===== config.mk =====
export PLATFORM = sky130hd
export DESIGN_NAME = vector_dot_acc
export DESIGN_NICKNAME = d
export VERILOG_FILES = /design/src/rtl/vector_dot_acc.sv
export SDC_FILE = /design/constraint.sdc
export NUM_CORES = 2
export LEC_CHECK = 0
export ABC_AREA = 1
export CORE_MARGIN = 3
export CORE_UTILIZATION = 51
export CTS_CLUSTER_DIAMETER = 50
export DETAILED_ROUTE_END_ITERATION = 16
export GPL_TIMING_DRIVEN = 0
export PLACE_DENSITY = 0.69
export SYNTH_ARGS = -nofsm -noshare
export SYNTH_HDL_FRONTEND = slang
export SYNTH_SLANG_ARGS = --single-unit

===== constraint.sdc =====
create_clock -name clk -period 37 [get_ports clk]
set_clock_uncertainty 0.1 [all_clocks]
set_input_delay 11.1 -clock clk [delete_from_list [all_inputs] [get_ports clk]]
set_output_delay 11.1 -clock clk [all_outputs]
set_load 0.005 [all_outputs]

===== src/rtl/vector_dot_acc.sv =====
// Dot-product accumulator for the 16-lane queue: uint8 vectors x int8 weights,
// grouped over acc_len vectors, saturated to int16. Define VECTOR_DOT_RELU_EN to clamp negatives to 0.
module vector_dot_acc #(
  parameter int LANES = 16,
  parameter int DW    = 8,
  parameter int ACCW  = 25,
  parameter int OUTW  = 16
) (
  input  logic                  clk,
  input  logic                  reset,
  input  logic [LANES*DW-1:0]   in_vector,
  input  logic                  in_en,
  input  logic                  w_load,
  input  logic [LANES*DW-1:0]   w_data,
  input  logic [3:0]            acc_len,
  output logic [OUTW-1:0]       out_data,
  output logic                  out_valid,
  output logic                  up_block,
  output logic                  err
);

  // Handshake: in_en is a one-cycle strobe with no ready; up_block tells the
  // queue to hold off, and any strobe arriving while draining is dropped and flagged.

  localparam int PW  = 2 * DW + 1;
  localparam int GRP = 4;
  localparam int GL  = LANES / GRP;
  localparam int SW  = PW + 2;
  localparam int TW  = PW + 4;

  localparam logic [OUTW-1:0] OMAX = {1'b0, {(OUTW-1){1'b1}}};
  localparam logic [OUTW-1:0] OMIN = {1'b1, {(OUTW-1){1'b0}}};
  localparam logic signed [ACCW-1:0] AMAX = {{(ACCW-OUTW){1'b0}}, OMAX};
  localparam logic signed [ACCW-1:0] AMIN = {{(ACCW-OUTW){1'b1}}, OMIN};

  typedef enum logic [1:0] {
    IDLE  = 2'd0,
    ACCUM = 2'd1,
    DRAIN = 2'd2
  } state_t;

  state_t state, state_nx;
  logic [3:0] len, len_nx;
  logic [3:0] count, count_nx;
  logic       accept, first_in, last_in;

  logic [DW-1:0]          weight [LANES];
  logic signed [PW-1:0]   prod_nx [LANES];
  logic signed [PW-1:0]   prod [LANES];
  logic signed [SW-1:0]   part_nx [GRP];
  logic signed [SW-1:0]   part [GRP];
  logic signed [TW-1:0]   total_nx;
  logic signed [TW-1:0]   total;
  logic signed [ACCW-1:0] acc;
  logic signed [ACCW-1:0] total_ext;
  logic signed [ACCW-1:0] acc_sum;
  logic [OUTW-1:0]        res;

  logic s1_v, s1_first, s1_last;
  logic s2_v, s2_first, s2_last;
  logic s3_v, s3_first, s3_last;
  logic done;
  logic w_ok;

  function automatic logic signed [PW-1:0] mul(input logic [DW-1:0] d, input logic [DW-1:0] w);
    logic signed [PW-1:0] de;
    logic signed [PW-1:0] we;
    de = $signed({{(PW-DW){1'b0}}, d});
    we = $signed({{(PW-DW){w[DW-1]}}, w});
    return de * we;
  endfunction

  // ---------------- control FSM ----------------
  always_comb begin
    state_nx = state;
    len_nx   = len;
    count_nx = count;
    accept   = 1'b0;
    first_in = 1'b0;
    last_in  = 1'b0;
    up_block = 1'b0;
    case (state)
      IDLE: begin
        count_nx = 4'd0;
        if (in_en) begin
          accept   = 1'b1;
          first_in = 1'b1;
          len_nx   = (acc_len == 4'd0) ? 4'd1 : acc_len;
          count_nx = 4'd1;
          if (len_nx == 4'd1) begin
            last_in  = 1'b1;
            state_nx = DRAIN;
          end else begin
            state_nx = ACCUM;
          end
        end
      end
      ACCUM: begin
        if (in_en) begin
          accept   = 1'b1;
          count_nx = count + 4'd1;
          if (count_nx == len) begin
            last_in  = 1'b1;
            state_nx = DRAIN;
          end
        end
      end
      DRAIN: begin
        up_block = 1'b1;
        if (done) state_nx = IDLE;
      end
      default: state_nx = IDLE;
    endcase
  end

  always_ff @(posedge clk) begin
    if (reset) begin
      state <= IDLE;
      len   <= 4'd0;
      count <= 4'd0;
    end else begin
      state <= state_nx;
      len   <= len_nx;
      count <= count_nx;
    end
  end

  // ---------------- weights ----------------
  assign w_ok = (state == IDLE) && !s1_v && !s2_v && !s3_v;

  always_ff @(posedge clk) begin
    if (reset) begin
      for (int k = 0; k < LANES; k++) weight[k] <= '0;
    end else if (w_load && w_ok) begin
      for (int k = 0; k < LANES; k++) weight[k] <= w_data[k*DW +: DW];
    end
  end

  always_ff @(posedge clk) begin
    if (reset) err <= 1'b0;
    else if ((w_load && !w_ok) || (in_en && state == DRAIN)) err <= 1'b1;
  end

  // ---------------- datapath ----------------
  always_comb begin
    for (int k = 0; k < LANES; k++) prod_nx[k] = mul(in_vector[k*DW +: DW], weight[k]);
  end

  always_comb begin
    for (int g = 0; g < GRP; g++) begin
      part_nx[g] = '0;
      for (int j = 0; j < GL; j++)
        part_nx[g] = part_nx[g] + {{(SW-PW){prod[g*GL+j][PW-1]}}, prod[g*GL+j]};
    end
    total_nx = '0;
    for (int g = 0; g < GRP; g++)
      total_nx = total_nx + {{(TW-SW){part[g][SW-1]}}, part[g]};
  end

  assign total_ext = {{(ACCW-TW){total[TW-1]}}, total};
  assign acc_sum   = acc + total_ext;

  always_ff @(posedge clk) begin
    if (reset) begin
      for (int k = 0; k < LANES; k++) prod[k] <= '0;
      for (int g = 0; g < GRP; g++) part[g] <= '0;
      total    <= '0;
      s1_v     <= 1'b0;
      s1_first <= 1'b0;
      s1_last  <= 1'b0;
      s2_v     <= 1'b0;
      s2_first <= 1'b0;
      s2_last  <= 1'b0;
      s3_v     <= 1'b0;
      s3_first <= 1'b0;
      s3_last  <= 1'b0;
    end else begin
      for (int k = 0; k < LANES; k++) prod[k] <= prod_nx[k];
      for (int g = 0; g < GRP; g++) part[g] <= part_nx[g];
      total    <= total_nx;
      s1_v     <= accept;
      s1_first <= first_in;
      s1_last  <= last_in;
      s2_v     <= s1_v;
      s2_first <= s1_first;
      s2_last  <= s1_last;
      s3_v     <= s2_v;
      s3_first <= s2_first;
      s3_last  <= s2_last;
    end
  end

  // Saturate the final accumulator; the result register launches one cycle after the last accumulate.
  always_comb begin
    if (acc > AMAX)      res = OMAX;
    else if (acc < AMIN) res = OMIN;
    else                 res = acc[OUTW-1:0];
`ifdef VECTOR_DOT_RELU_EN
    if (acc[ACCW-1]) res = '0;
`endif
  end

  always_ff @(posedge clk) begin
    if (reset) begin
      acc       <= '0;
      done      <= 1'b0;
      out_valid <= 1'b0;
      out_data  <= '0;
    end else begin
      if (s3_v) acc <= s3_first ? total_ext : acc_sum;
      done      <= s3_v && s3_last;
      out_valid <= done;
      if (done) out_data <= res;
    end
  end

endmodule


**After elaboration in Yosys (flattened, before gate mapping)**

Memories as Yosys holds them, arrays and structs flattened.
Index checks and enable logic that the tools add are counted.

- Eq/ne operators: 8
- Bitwise gates (word level): 38
- Mux-type cells: 62
- Magnitude comparators: 2
- Reduce and logical (&&, ||, !) cells: 21
- Add/sub/neg operators: 17
- $mul: 16

Operators with widths:

| operator | number |
|---|---|
| $mul A9 B8 Y17 | 16 |
| $mux W17 | 16 |
| $mux W8 | 16 |
| $add A18 B17 Y19 | 4 |
| $add A19 B19 Y19 | 4 |
| $mux W19 | 4 |
| $add A17 B17 Y18 | 4 |
| $or A1 B1 Y1 | 36 |
| $mux W16 | 2 |
| $add A25 B21 Y25 | 1 |
| $gt A25 B16 Y1 const B | 1 |
| $lt A25 B16 Y1 const B | 1 |
| $mux W25 | 1 |
| $add A20 B19 Y21 | 1 |
| $add A21 B21 Y21 | 1 |
| $add A19 B19 Y20 | 1 |
| $mux W1 | 13 |
| $mux W2 | 5 |
| $mux W4 | 2 |
| $ne A2 B2 Y1 const B | 4 |
| $pmux W4 S2 | 1 |
| $logic_and A1 B1 Y1 | 7 |
| $pmux W2 S3 | 1 |
| $reduce_or A2 Y1 | 3 |
| 14 further kinds | 19 |

- Memories kept: 3
- Register bits: 84
- Bits in writable memories: 476
- Output and inout port bits: 19
- Logic and storage cells: 185
- Bits of input ports: 264

Memories:

| name | words | bits a word | read ports | clocked after memory_dff | wr ports | line | text |
|---|---|---|---|---|---|---|---|
| prod | 16 | 17 | 16 | 0 | 16 | 49 | `logic signed [PW-1:0] prod [LANES];` |
| weight | 16 | 8 | 16 | 0 | 16 | 47 | `logic [DW-1:0] weight [LANES];` |
| part | 4 | 19 | 4 | 0 | 4 | 51 | `logic signed [SW-1:0] part [GRP];` |

**Depth between registers and ports, before layout**

- Word-level depth: 9
- Depth in mapped cells: 24
- Mapped depth without buffers: 23

**Least setup slack after synthesis**

No wires, ideal clock.

- Path type: in2reg
- From: input port w_load
- To: memory weight[0][0], enable pin
- Library setup time: 0.792 ns
- Data arrival time: 20.080 ns
- Cell stages on the path: 2
- Buffers on the path: 0
- Path slack: 16.028 ns
- Data required time: 36.108 ns
- Cell sequence: inv_1 o21ai_0

RTL lines:

| element | line | text |
|---|---|---|
| start, declared | 13 | `input logic w_load,` |
| end, declared | 47 |  |

==> reports/results.ini <==
[status]
status = completed

[yosys]
ys.flop_type = dfxtp_1
ys_types = 54
synth_xor_area_share_pct = 0.488
seq_area_frac_synth_pct = 19.9
synth.area.top_cells = fa_1, ha_1, dfxtp_1
synth_top_family_by_area = adder cells
ys_top_cells_by_count = inv_1, nand2_1, ha_1
synth_most_common_cell = inv_1
synthMuxAreaShare_pct = 0
syn_nets = 9922
synth_edf_count = 128
ys_ff_latch = 560
netlist.area_leader.share_pct = 24.6
synth_warnings = 0
yosysTopAreaCell = fa_1
netlist_area_um2 = 62800
synth_fa_ha_area_share_pct = 40.6
netlist_instances = 8081
yosys.area_share.simple_pct = 15.9
postSynthAreaPerCell_um2 = 7.78
async_flop_share_pct = 0
synth-compound-area-share_pct = 8.64

[critical_path]
worst_setup_path_start_kind = primary input
worst_path_max_delay_cell = fa_1
crit_path_end = prod[0][133]$_SDFF_PP0_
r2r_start = weight[1][47]$_SDFFCE_PP0P_
critPathMaxFanout = 8
cpPeakStageDelay_ns = 0.55
worst_r2r_endpoint = prod[1][101]$_SDFF_PP0_
crit_type = in2reg
cp.required_ns = 37.46
reg2regPathDepth = 19
rrSetupSlack_ns = 32.27
critPathArrivalTime_ns = 15.22
cp-end-kind = flip-flop
crit_chain = clkbuf_1 > nand2_1 > fa_1 > fa_1 > inv_1 > fa_1 > inv_1 > fa_1 > inv_1 > ha_1 > nand3_1 > nand2_1 > a21oi_1 > o21ai_2 > inv_1 > o21ai_0 > nand2_1 > nand2_1 > nor2_1
crit_start = in_vector[61]

[detailed_routing]
initialDrtViolationCount = 3012
drc = 0
wl_mm = 155
post_drt_wl_per_cell_um = 15.4
antenna_left = 0
via_per_inst = 4.98
vias = 50011
firstDrtPassIters = 5

[power]
irDropWorstVdd_uv = 54.8
p_per_area_nw_per_um2 = 68.7
leakage_nw = 40.2

[timing]
hold_viol_final = 0
drv_slew = 0
setup_viol = 0
setup_ws_ns = 22.23
rsz0062_at_grt = no
period_minus_slack_ns = 14.77
timing.final.crit_share_pct = 39.9
worst_pin_slew_ns = 1.20
setup_tns_ns = 0
slew_headroom_pct = 19.8
clock.fmax_ghz = 0.0677

[placed_design]
place_ws_ns = 21.58
place.gp.congestion = 0.942
dp_hpwl_mm = 129
io_buffers = 153

[final_layout]
layout-drive-gt1-share_pct = 3.32
register_area_um2 = 12500
multi_input_area_um2 = 41300
synthToLayoutAreaGrowth_pct = 10.7
layout.nets = 10170
fill_cells = 11225

[die]
ioPinCount = 283
dieHeight_um = 357
fp.dieW_um = 357
rows = 128
core_area_um2 = 122000
die_area_um2 = 127000
start_util_pct = 51.5

[clocking]
clock_latency_ns = 0.69
numCtsBuffers = 88
cts_resized = 0
cts_setup_buffers = 0
cts_sinks = 560
hold_buffers = 0
tritoncts = done
h-tree-depth = 3
cts_max_path_buffers = 3
clkTransAtPathRegs_ns = 0.06
root_buffer = clkbuf_16

[global_route]
antenna_found_initial = 19
track_usage_pct = 24.8
grt_pass1_wl_mm = 253
grt_max_degree = 27
gr-total-overflow = 0
grt_pass1_vias = 49976

[flow_run]
drv_cap = 0

[hold_path]
hp-class = reg2reg

[metal layers]
layer	share of wire [%]	up-vias	track usage, %
met2	47	1233	41.6
met3	6.7	242	4.50
met5	0.037	-	0
met4	2.8	10	7.46
met1	44	23748	32.7
li1	-	24778	-
[placed cells by master, fill, tap and decap left out, types with 21 or more instances in the layout]
cell	synthesis	layout
inv_1	2071	2071
nand2_1	1588	1588
ha_1	805	805
fa_1	772	772
nor2_1	686	686
a21oi_1	478	478
dfxtp_1	432	432
o21ai_0	301	300
clkbuf_1	286	291
clkdlybuf4s50_1	0	153
edfxtp_1	128	128
nand3_1	102	102
clkbuf_16	0	92
or2_2	52	52
a21o_1	49	49
nand4_1	37	37
nor3_1	35	35
o21bai_1	30	30
xor2_1	30	30
a221oi_1	28	28
o21a_1	21	21
[per-stage QoR]
stage | hold WS, ns | power, mW | std cells | util (%) | area (um2)
after floorplan | 0.288 | 3.08 | 8081 | - | 62800
after global placement | 0.293 | 3.86 | 9859 | 54.4 | 66400
after detailed placement | 0.295 | 3.89 | 9864 | 54.5 | 66500
after CTS | 0.303 | 4.78 | 10026 | 57.0 | 69600
after global routing | 0.310 | 5.29 | 10026 | 57.0 | 69600
final | 0.300 | 4.78 | 10034 | 57.0 | 69600
[registers in the layout, indices dropped and copies added (netlist names), 2 cells and up]
| signal | count |
|---|---|
| acc | 25 |
| count | 4 |
| len | 4 |
| out_data | 16 |
| part | 76 |
| prod | 272 |
| state | 2 |
| total | 21 |
| weight | 128 |
[how the worst min path moves through the flow]
stage	to	startpoint	slack, ns	cells after the start
finish	s3_first$_SDFF_PP0_	s2_first$_SDFF_PP0_	0.30	2
global route	s2_last$_SDFF_PP0_	s1_last$_SDFF_PP0_	0.31	2
CTS	s3_first$_SDFF_PP0_	s2_first$_SDFF_PP0_	0.30	2
detailed placement	s2_last$_SDFF_PP0_	s1_last$_SDFF_PP0_	0.30	2
global placement	s2_last$_SDFF_PP0_	s1_last$_SDFF_PP0_	0.29	2
floorplan	s2_first$_SDFF_PP0_	s1_first$_SDFF_PP0_	0.29	2
[critical path: cells and delay by family]
family                     cells  cell delay (ns)
AOI/OAI and AO/OA              3             0.53
adders and majority gates      5             2.41
buffers and inverters          5             0.54
and+or+nand+nor                6             0.63
[power breakdown]
part           internal (mW)  switching, mW  leakage (nW)  total (mW)
clock                  0.513          0.337          1.50       0.851
combinational           1.10           1.94          33.8        3.04
sequential             0.789          0.103          4.93       0.892
total                   2.40           2.38          40.2        4.78
[layout make-up]
| type | instances | share of cell area (%) |
|---|---|---|
| clock inverters | 58 | 0.919 |
| diodes | 8 | 0.0288 |
| flip-flops and latches | 560 | 18.0 |
| clock buffers | 104 | 3.46 |
| repair buffers | 158 | 2.36 |
| well taps | 1625 | 2.92 |
| multi-input cells | 5118 | 59.3 |
| plain buffers | 313 | 1.78 |
| inverters | 2090 | 11.3 |
[logic make-up after synthesis]
family,after synthesis
xor gates and xnor gates,35
adders and majority gates,1577
DFF,560
buffers and inverters,2403
and+or+nand+nor,2531
AOI/OAI and AO/OA,975
(Power assumes the default switching activity.)
